==> config.mk <==
export PLATFORM = sky130hd
export DESIGN_NAME = piso_stream_flat
export DESIGN_NICKNAME = d
export VERILOG_FILES = /design/src/rtl/piso_stream_pkg.sv /design/src/rtl/piso_stream_if.sv /design/src/rtl/piso_stream.sv /design/src/flat_wrapper.sv
export SDC_FILE = /design/constraint.sdc
export NUM_CORES = 1
export LEC_CHECK = 0
export ABC_AREA = 1
export CORE_MARGIN = 4
export CORE_UTILIZATION = 46
export CTS_BUF_LIST = sky130_fd_sc_hd__clkbuf_4 sky130_fd_sc_hd__clkbuf_8 sky130_fd_sc_hd__clkbuf_16
export DETAILED_ROUTE_END_ITERATION = 12
export PLACE_DENSITY_LB_ADDON = 0.08
export SLEW_MARGIN = 20
export SYNTH_ARGS = -nofsm -noshare
export SYNTH_HDL_FRONTEND = slang
export SYNTH_SLANG_ARGS = --single-unit
==> constraint.sdc <==
create_clock -name clk -period 1.75 [get_ports clk]
set_clock_uncertainty 0.1 [all_clocks]
set_input_delay 0.35 -clock clk [delete_from_list [all_inputs] [get_ports clk]]
set_output_delay 0.35 -clock clk [all_outputs]
set_load 0.05 [all_outputs]
==> src/rtl/piso_stream_pkg.sv <==
// Shared types and helpers for the piso_stream serialiser.
package piso_pkg;

  typedef enum logic {
    IDLE  = 1'b0,
    SHIFT = 1'b1
  } piso_state_e;

  localparam int PISO_WIDTH_DEF = 8;

  // Index of the shift-register bit driven onto the serial line for a given bit order.
  function automatic int out_tap(input int width, input bit lsb_first);
    return lsb_first ? 0 : width - 1;
  endfunction

endpackage

==> src/rtl/piso_stream_if.sv <==
// Word intake and serial output bundle of piso_stream.
interface piso_stream_if
  import piso_pkg::*;
#(
  parameter int WIDTH = PISO_WIDTH_DEF
) ();

  logic [WIDTH-1:0] in_data;
  logic             in_valid;
  logic             in_ready;
  logic             shift_en;
  logic             out_bit;
  logic             out_valid;
  logic             done;

  // Producer / link controller side.
  modport master (
    output in_data, in_valid, shift_en,
    input  in_ready, out_bit, out_valid, done
  );

  // Serialiser side.
  modport slave (
    input  in_data, in_valid, shift_en,
    output in_ready, out_bit, out_valid, done
  );

endinterface

==> src/rtl/piso_stream.sv <==
// Parallel-in/serial-out shifter with valid/ready intake, selectable bit order
// and an external shift strobe for baud pacing. Back-to-back words stream gaplessly.
module piso_stream
  import piso_pkg::*;
#(
  parameter int WIDTH     = PISO_WIDTH_DEF,
  parameter bit LSB_FIRST = 1'b0
) (
  input  logic         clk,
  input  logic         rst_n,
  piso_stream_if.slave bus
);

  localparam int                CNT_W    = $clog2(WIDTH);
  localparam int                OUT_TAP  = out_tap(WIDTH, LSB_FIRST);
  localparam logic [CNT_W-1:0]  CNT_LAST = CNT_W'(WIDTH - 1);

  piso_state_e      state_q, state_d;
  logic [WIDTH-1:0] sr_q, sr_d;
  logic [WIDTH-1:0] sr_shift;
  logic [CNT_W-1:0] cnt_q, cnt_d;
  logic             done_q, done_d;

  // Shift register advanced by one bit toward the output tap, zero filled.
  always_comb begin
    if (LSB_FIRST) sr_shift = {1'b0, sr_q[WIDTH-1:1]};
    else           sr_shift = {sr_q[WIDTH-2:0], 1'b0};
  end

  // State register.
  always_ff @(posedge clk or negedge rst_n) begin
    if (!rst_n) state_q <= IDLE;
    else        state_q <= state_d;
  end

  // Datapath registers: shift register, bit counter and the done pulse.
  always_ff @(posedge clk or negedge rst_n) begin
    if (!rst_n) begin
      sr_q   <= '0;
      cnt_q  <= '0;
      done_q <= 1'b0;
    end else begin
      sr_q   <= sr_d;
      cnt_q  <= cnt_d;
      done_q <= done_d;
    end
  end

  // Next state: load on accept, advance on strobe, chain or retire on the last bit.
  always_comb begin
    state_d = state_q;
    sr_d    = sr_q;
    cnt_d   = cnt_q;
    done_d  = 1'b0;
    case (state_q)
      IDLE: begin
        // From idle a word is taken regardless of the strobe.
        if (bus.in_valid) begin
          sr_d    = bus.in_data;
          cnt_d   = '0;
          state_d = SHIFT;
        end
      end
      SHIFT: begin
        if (bus.shift_en) begin
          if (cnt_q == CNT_LAST) begin
            done_d = 1'b1;
            if (bus.in_valid) begin
              sr_d  = bus.in_data;
              cnt_d = '0;
            end else begin
              sr_d    = sr_shift;
              cnt_d   = '0;
              state_d = IDLE;
            end
          end else begin
            sr_d  = sr_shift;
            cnt_d = cnt_q + 1'b1;
          end
        end
      end
      default: state_d = IDLE;
    endcase
  end

  // Handshake outputs; mid-word the intake opens only on the strobe that consumes the last bit.
  always_comb begin
    bus.out_valid = 1'b0;
    bus.in_ready  = 1'b1;
    if (state_q == SHIFT) begin
      bus.out_valid = 1'b1;
      bus.in_ready  = bus.shift_en && (cnt_q == CNT_LAST);
    end
  end

  assign bus.out_bit = sr_q[OUT_TAP];
  assign bus.done    = done_q;

endmodule

==> src/flat_wrapper.sv <==
// flat-port wrapper written by rule: the top's interface ports become plain ports
module piso_stream_flat import piso_pkg::*;
#(
  parameter int WIDTH     = PISO_WIDTH_DEF,
  parameter bit LSB_FIRST = 1'b0
)
  (clk, rst_n, bus_in_data, bus_in_valid, bus_shift_en, bus_in_ready, bus_out_bit, bus_out_valid, bus_done);
  piso_stream_if #(.WIDTH(WIDTH)) bus_i ();
  input  logic clk;
  input  logic rst_n;
  input wire logic [$bits(bus_i.in_data)-1:0] bus_in_data;
  input wire logic [$bits(bus_i.in_valid)-1:0] bus_in_valid;
  input wire logic [$bits(bus_i.shift_en)-1:0] bus_shift_en;
  output wire logic [$bits(bus_i.in_ready)-1:0] bus_in_ready;
  output wire logic [$bits(bus_i.out_bit)-1:0] bus_out_bit;
  output wire logic [$bits(bus_i.out_valid)-1:0] bus_out_valid;
  output wire logic [$bits(bus_i.done)-1:0] bus_done;
  assign bus_i.in_data = bus_in_data;
  assign bus_i.in_valid = bus_in_valid;
  assign bus_i.shift_en = bus_shift_en;
  assign bus_in_ready = bus_i.in_ready;
  assign bus_out_bit = bus_i.out_bit;
  assign bus_out_valid = bus_i.out_valid;
  assign bus_done = bus_i.done;
  piso_stream #(.WIDTH(WIDTH), .LSB_FIRST(LSB_FIRST)) u_core (.clk(clk), .rst_n(rst_n), .bus(bus_i));
endmodule
Yosys cells after proc, flatten, opt, wreduce, memory -nomap -nowiden
Index checks and enable logic that the tools add are counted.
- register bits after elaboration: 13
- input port bits: 12
- output and inout port bits: 4
- $add $sub $neg: 1
- equality and inequality tests: 3
- multiplexer cells: 18
- bitwise gates (word level): 1
- reductions and logical operators: 2
- operators with widths (kind ; count):
    $mux W8 ; 4
    $pmux W8 S2 ; 1
    $mux W3 ; 3
    $mux W1 ; 8
    $pmux W3 S2 ; 1
    $ne A2 B2 Y1 const B ; 2
    $add A3 B1 Y3 const B ; 1
    $eq A3 B3 Y1 const B ; 1
    $pmux W1 S2 ; 1
    $reduce_and A2 Y1 ; 1
    $logic_and A1 B1 Y1 ; 1
    $not A1 Y1 ; 1

Logic depth before layout (Yosys ltp)
Gate-level depths: netlist of run 1.
- depth after elaboration: 4
- depth in mapped cells: 7

Worst setup path after synthesis of run 1
OpenSTA, ideal clock, no wires.
- path type: register to output
- from: register u_core.state_q
- to: output port bus_in_ready
- arrival: 1.191 ns
- path slack: 0.109 ns
- cell stages (with the launch flop): 3
- buffers on the path: 1
- cell sequence: dfrtp_1 buf_4 nand2_1
- cells in the longest elaborated chain, start to end: 1
- ends and longest elaborated chain (what ; line ; RTL):
    start: declaration ; piso_stream.sv:18 ; piso_state_e state_q, state_d;
    start signal: assignment ; piso_stream.sv:33 ; else state_q <= state_d;
    $mux W1 ; piso_stream.sv:90 ; if (state_q == SHIFT) begin
    end: declaration ; flat_wrapper.sv:14 ; output wire logic [$bits(bus_i.in_ready)-1:0] bus_in_ready;
Every way passes these cells.

Worst setup path after layout of run 1
- from: register u_core.cnt_q[1]
- to: output port bus_in_ready
- cells in the longest elaborated chain, start to end: 3
- ends and longest elaborated chain (what ; line ; RTL):
    start: declaration ; piso_stream.sv:21 ; logic [CNT_W-1:0] cnt_q, cnt_d;
    start signal: assignment ; piso_stream.sv:44 ; cnt_q <= cnt_d;
    $eq A3 B3 Y1 ; piso_stream.sv:92 ; bus.in_ready = bus.shift_en && (cnt_q == CNT_LAST);
    $logic_and A1 B1 Y1 ; piso_stream.sv:92 ;
    $mux W1 ; piso_stream.sv:90 ;
Every way passes these cells.

==> key figures, run 1 <==
Layout
  • Nets@finish: ~130
  • Layout area overhead: 35.0%
  • Final Instance Area: ~1000 µm²
  • Register area: between 300 and 400 µm²
  • Final core utilization: 0.663
  • Share of layout cells above drive strength 1: 0.209
  • Fillers: roughly 130
  • Multi-input gate area: between 300 and 400 µm²
  • Ant diodes: 0

STA
  • RSZ-0062 raised after global routing: yes
  • Slew @ Worst Pin: roughly 250 ps
  • Tcrit/Tclk final: 1.01
  • Slew headroom: 0.833
  • Final TNS setup: -22.9 ps
  • Post-route setup slack: -22.9 ps
  • Final setup fails: 1
  • Final Max Tran Viols: 0
  • Fmax achieved: about 0.56 GHz
  • Min Tclk post-route: between 1500 and 2000 ps
  • Hold Fails Final Rpt: 0

Power
  • Power Total: between 0.001 and 0.0015 W
  • Peak VDD IR: approximately 0.72 mV
  • P per Cell Area: between 1000 and 1500 nW/µm²
  • P_leak: 0.555 nW

Logic synthesis
  • Ranking of synthesized cells by area: dfrtp_1 44%, nand3_1 16%, nand2_1 12%
  • Compound-gate portion of the synthesized area: 0.0135
  • EDFF count, synth: 0
  • Mux share of post-synthesis cell area: 0
  • Yosys cell types: 13
  • Yosys reg bits: 13
  • Area share of the largest cell type after synthesis: 0.440
  • Leading area contributor after synthesis: dfrtp_1
  • Synth Area in Simple Gates: 0.379
  • Post-Synth XOR/XNOR Area: 0
  • Syn nets: 109
  • Yosys Warn Count: 0
  • Async S/R FF share, synth: 1.00
  • Largest family of logic cells by synthesized area: simple AND/OR/NAND/NOR gates
  • Sequential fraction of the synthesis area: 0.440
  • Top FF cell, synth: dfrtp_1
  • Cells after Synth: 94
  • Post-Syn Area: around 740 µm²
  • Synth Area in Adders: 0.0508
  • Commonest cells in the netlist: 24 x nand2_1, 24 x nand3_1, 16 x inv_1, 13 x dfrtp_1
  • Avg Cell Area, Syn: between 7 and 8 µm²

Placed design
  • Placer Congestion: roughly 0.79
  • Post-DP HPWL: 1140 µm
  • Placed Area: between 900 and 1000 µm²
  • I/O Buffers: 15

Clock tree
  • Num CTS Buffers: 3
  • Total clock sinks: 13
  • H-tree depth: 1
  • Reg clk slew, reported paths: about 80 ps
  • Clk buf depth: 2
  • Clock Root Buffer: clkbuf_4
  • CTS tree: yes
  • Clk Latency, worst-skew pair: 280 ps

Critical path
  • CP Class: register to output pin
  • CP delay by family, top: flip-flops
  • Crit-path cells: ha_2 > ha_4 > nand2_2 > nand2_2 > buf_12
  • Required @ worst endpoint: around 1300 ps
  • Critical Path Slowest Stage Cell: dfrtp_1
  • Reg-to-Reg Start: u_core.cnt_q[1]$_DFFE_PN0P_
  • Endpoint class of the critical path: output pin
  • Worst stage delay on the critical path: 390 ps
  • CP most frequent cell: nand2_2
  • Buf/Inv on CP: 1
  • CP startpoint kind: register
  • Worst reg2reg path endpoint: u_core.sr_q[4]$_DFFE_PN0P_
  • Reg2Reg Setup Slack: around 320 ps
  • CP arrival: ~1300 ps
  • Worst reg2reg path depth: 8
  • Crit-path max FO: 2

GRT
  • All-Layer GR Usage: 0.155
  • Vias in the first global route: 582
  • Grt total ovfl: 0
  • Initial antenna violation count: 0
  • Largest net degree at the start of global routing: 14
  • First-pass GRT wire length: about 2400 µm

Floorplan
  • Initial core utilization: 0.491
  • Num rows: 14
  • I/O pin count: 16
  • Die width: ~48 µm
  • Core Region: around 1500 µm²
  • Die height: between 40 and 50 µm
  • Die area: between 2000 and 2500 µm²

Outcome
  • Outcome: finished, violations left
  • Violated checks: negative setup slack

Route
  • WL/cell: ~12 µm
  • Routed Antenna Nets: 0
  • 1st-iter DRT viols: 16
  • Routed WL: between 1500 and 2000 µm
  • Drt pass-1 iters: 5
  • Vias after detailed routing: 643
  • Drt drc: 0
  • Vias per cell: 4.91

Worst hold path
  • Worst Hold Class: input pin to async pin

Job
  • MaxCap Viol Count: 0
final cells by class:
| class | instances | area share |
|---|---|---|
| multi-input cells | 62 | 0.348 |
| flip-flops and latches | 13 | 0.326 |
| repair buffers | 20 | 0.216 |
| clock buffers | 4 | 0.0301 |
| inverters | 16 | 0.0602 |
| well taps | 16 | 0.0201 |
repair_timing:
action | CTS | global route
setup endpoints to repair | 1 | 1
pin swaps | 1 | 0
hold buffers | 0 | 0
resized for setup | 5 | 0
setup buffers | 2 | 0
kinds of logic (layout without fill, tap and decap cells):
group	Yosys count	after routing
DFF	13	13
buffers and inverters	19	40
adders and majority gates	3	3
and+or+nand+nor	57	57
AOI/OAI and AO/OA	2	2
through the flow:
step	cells	hold WS (ps)	setup WS, ps
global route	131	291	-89.3
floorplan	94	-45.6	109
finish	131	277	-22.9
global placement	125	391	116
detailed placement	125	402	121
CTS	131	276	-33.0
cells in the final DEF, fill, tap and decap left out, types with 3 or more instances in the layout:
cell             instances
nand3_1                 24
buf_12                   3
nand2_2                  3
nand2_1                 22
inv_1                   16
buf_4                    6
clkbuf_4                 4
dfrtp_1                 13
nand2_4                  3
clkdlybuf4s50_1         11
layer usage:
layer | routed length [µm] | up-vias | GRT usage
met5 | 0 | - | 0
met4 | 13 | 0 | 0.0914
met3 | 75 | 2 | 0.0443
met2 | 723 | 13 | 0.232
met1 | 769 | 294 | 0.199
li1 | - | 334 | -
where the power goes:
part	switching [W]	internal (W)
registers	0.0000779	0.000408
logic	0.000300	0.000268
clock network	0.000104	0.000104
registers in the layout, summed over array words and instances, names as in the netlist:
name and cells:
u_core.bus.done 1, u_core.cnt_q 3, u_core.sr_q 8, u_core.state_q 1
worst max-delay path by stage:
stage | cells after the start | start | to | slack (ps)
5_1_grt | 5 | u_core.cnt_q[1]$_DFFE_PN0P_ | bus_in_ready | -90
2_1_floorplan | 2 | u_core.state_q$_DFF_PN0_ | bus_in_ready | 110
3_3_place_gp | 4 | bus_shift_en | bus_in_ready | 120
4_1_cts | 5 | u_core.cnt_q[1]$_DFFE_PN0P_ | bus_in_ready | -30
3_5_place_dp | 4 | bus_shift_en | bus_in_ready | 120
6_report | 5 | u_core.cnt_q[1]$_DFFE_PN0P_ | bus_in_ready | -20
Note: power is estimated with default switching activity, not from simulation.
==> run 2, diff against run 1 <==
Settings changed: REMOVE_ABC_BUFFERS set to 1.
==> key figures, run 2 (synthesized netlist as in run 1, its figures left out) <==
Outcome
  • Outcome: finished, violations left (unchanged)
  • Violated checks: negative setup slack (unchanged)

Route
  • Vias after detailed routing: 665 (was 643)
  • Routed WL: 1660 µm (was 1580 µm)
  • Routed Antenna Nets: 0 (unchanged)
  • Drt drc: 0 (unchanged)
  • WL/cell: 12.4 µm (was 12.1 µm)
  • 1st-iter DRT viols: 31 (was 16)
  • Drt pass-1 iters: 4 (was 5)
  • Vias per cell: 4.96 (was 4.91)

Critical path
  • CP Class: register to output pin (unchanged)
  • CP arrival: 1310 ps (was 1320 ps)
  • Crit-path max FO: 2 (unchanged)
  • Worst reg2reg path endpoint: u_core.cnt_q[0]$_DFFE_PN0P_ (was u_core.sr_q[4]$_DFFE_PN0P_)
  • Reg-to-Reg Start: u_core.cnt_q[0]$_DFFE_PN0P_ (was u_core.cnt_q[1]$_DFFE_PN0P_)
  • Reg2Reg Setup Slack: 290 ps (was 320 ps)
  • CP startpoint kind: register (unchanged)
  • Worst reg2reg path depth: 4 (was 8)
  • Required @ worst endpoint: 1300 ps (about the same)
  • Crit. Startpoint: u_core.cnt_q[0]$_DFFE_PN0P_ (was u_core.cnt_q[1]$_DFFE_PN0P_)
  • Endpoint class of the critical path: output pin (unchanged)

Floorplan
  • Die width: 48.1 µm (unchanged)
  • Core Region: 1510 µm² (unchanged)
  • Num rows: 14 (unchanged)
  • Die area: 2310 µm² (unchanged)
  • Initial core utilization: 0.491 (unchanged)
  • Die height: 48.1 µm (unchanged)
  • I/O pin count: 16 (unchanged)

Layout
  • Layout area overhead: 40.8% (was 35.0%)
  • Final core utilization: 0.691 (was 0.663)
  • Ant diodes: 0 (unchanged)
  • Number of flip-flops under the largest register name: 8 (unchanged)
  • Most frequent cells in the layout: 24 x nand3_1, 22 x nand2_1, 16 x inv_1, 13 x dfrtp_1, 11 x clkdlybuf4s50_1 (unchanged)
  • Share of layout cells above drive strength 1: 0.229 (was 0.209)
  • Final Instance Area: 1040 µm² (was 998 µm²)
  • Largest regs: u_core.sr_q x8, u_core.cnt_q x3 (unchanged)
  • Fillers: 133 (was 129)
  • Most common cell after layout, fill and taps aside: nand3_1 (unchanged)
  • Top reg by flops: u_core.sr_q (unchanged)
  • Nets@finish: 134 (was 131)

STA
  • Final hold slack: 271 ps (was 277 ps)
  • Slew @ Worst Pin: 294 ps (was 249 ps)
  • RSZ-0062 raised after global routing: yes (unchanged)
  • Post-route setup slack: -14.0 ps (was -22.9 ps)
  • Hold Fails Final Rpt: 0 (unchanged)
  • Min Tclk post-route: 1760 ps (was 1770 ps)
  • Tcrit/Tclk final: 1.01 (about the same)
  • Slew headroom: 0.804 (was 0.833)
  • Fmax achieved: 0.567 GHz (was 0.564 GHz)
  • Final Max Tran Viols: 0 (unchanged)
  • Final setup fails: 1 (unchanged)

Placed design
  • Post-DP HPWL: 1110 µm (was 1140 µm)
  • Placed Area: 933 µm² (unchanged)
  • Placement Setup Slack: 122 ps (was 121 ps)
  • I/O Buffers: 15 (unchanged)
  • Placer Congestion: 0.806 (was 0.786)

Power
  • Pint: 0.000813 W (was 0.000779 W)
  • P_leak: 0.579 nW (was 0.555 nW)
  • Peak VDD IR: 0.771 mV (was 0.722 mV)
  • Share of power burned in registers: 0.374 (was 0.385)
  • P per Cell Area: 1270 nW/µm² (was 1260 nW/µm²)
  • Net Switching: 0.000510 W (was 0.000482 W)
  • Clock share of power: 0.157 (was 0.165)
  • Net Sw Frac: 0.386 (was 0.382)
  • Logic gate share of total power: 0.469 (was 0.450)

GRT
  • Met1 Use GR: 0.201 (was 0.199)
  • GR peak layer: met2 (unchanged)
  • All-Layer GR Usage: 0.165 (was 0.155)
  • Grt total ovfl: 0 (unchanged)
  • Initial antenna violation count: 0 (unchanged)
  • Largest net degree at the start of global routing: 14 (unchanged)
  • Vias in the first global route: 614 (was 582)
  • Routing usage on met3: 0.0443 (unchanged)
  • First-pass GRT wire length: 2550 µm (was 2450 µm)
  • Met2 Use GR: 0.248 (was 0.232)

Clock tree
  • Clk buf depth: 2 (unchanged)
  • Total clock sinks: 13 (unchanged)
  • H-tree depth: 1 (unchanged)
  • Clock Root Buffer: clkbuf_4 (unchanged)
  • CTS tree: yes (unchanged)
  • Clk Latency, worst-skew pair: 280 ps (about the same)
  • Num CTS Buffers: 3 (unchanged)
  • Reg clk slew, reported paths: 90 ps (was 80 ps)

Job
  • MaxCap Viol Count: 0 (unchanged)

Worst hold path
  • Worst Hold Class: input pin to async pin (unchanged)
## run 2: cell count changes in the layout (fill, tap and decap cells not counted)
cell	previous run	this run
ha_4	1	2
buf_4	6	9
nand2_4	3	5
ha_2	1	0
nand2_2	3	1
## run 2: cell type report
| cell class | instances | area, µm² | area share |
|---|---|---|---|
| Multi-Input combinational cell | 62 | 368 | 0.353 |
| Tap cell | 16 | 20.0 | 0.0192 |
| Sequential cell | 13 | 325 | 0.312 |
| Clock buffer | 4 | 30.0 | 0.0288 |
| Inverter | 16 | 60.1 | 0.0577 |
| Timing Repair Buffer | 23 | 238 | 0.228 |
## run 2: how the worst max path moves through the flow
stage	to	slack (ps)	depth (start not counted)
after floorplan	bus_in_ready	7	1
after global placement	bus_in_ready	130	4
after detailed placement	bus_in_ready	120	4
after CTS	bus_in_ready	-50	5
after global routing	bus_in_ready	-90	5
final	bus_in_ready	-10	5
## run 2: through the flow
stage | instances | total power, W | TNS, ps
floorplan | 91 | 0.000823 | 0
global placement | 125 | 0.000994 | 0
detailed placement | 125 | 0.00100 | 0
CTS | 131 | 0.00127 | -46.0
global route | 134 | 0.00143 | -90.0
finish | 134 | 0.00132 | -14.0
## run 2: layer usage
metal,up-vias,share of wire
li1,339,-
met2,14,0.48
met4,0,0.0060
met3,2,0.054
met5,-,0
met1,310,0.46
## run 2: power by group through the flow
| stage | registers [W] | clock network, W | logic (W) |
|---|---|---|---|
| 6_report | 0.000495 | 0.000207 | 0.000620 |
| 5_1_grt | 0.000511 | 0.000227 | 0.000692 |
| 4_1_cts | 0.000480 | 0.000221 | 0.000570 |
| 3_5_place_dp | 0.000480 | 0 | 0.000525 |
| 3_3_place_gp | 0.000480 | 0 | 0.000513 |
| 2_1_floorplan | 0.000519 | 0 | 0.000304 |
## run 2: repair_timing
action | CTS | global route
hold endpoints to repair | 0 | 0
hold buffers | 0 | 0
buffers inserted | 2 | 3
setup endpoints to repair | 1 | 1
resized for setup | 5 | 3
pin swaps | 1 | 1
## run 2: worst max-delay path, cell delays in order (launching register included)
cell and delay [ps]:
dfrtp_1 420, ha_4 190, ha_4 160, nand2_4 70
nand2_4 50, buf_12 150
==> run 3, diff against run 2 <==
Settings changed: CTS_CLUSTER_DIAMETER set to 40, SETUP_SLACK_MARGIN set to 0.15.
==> results of run 3 <==
Final layout, timing and power as in run 2 (identical DEF).
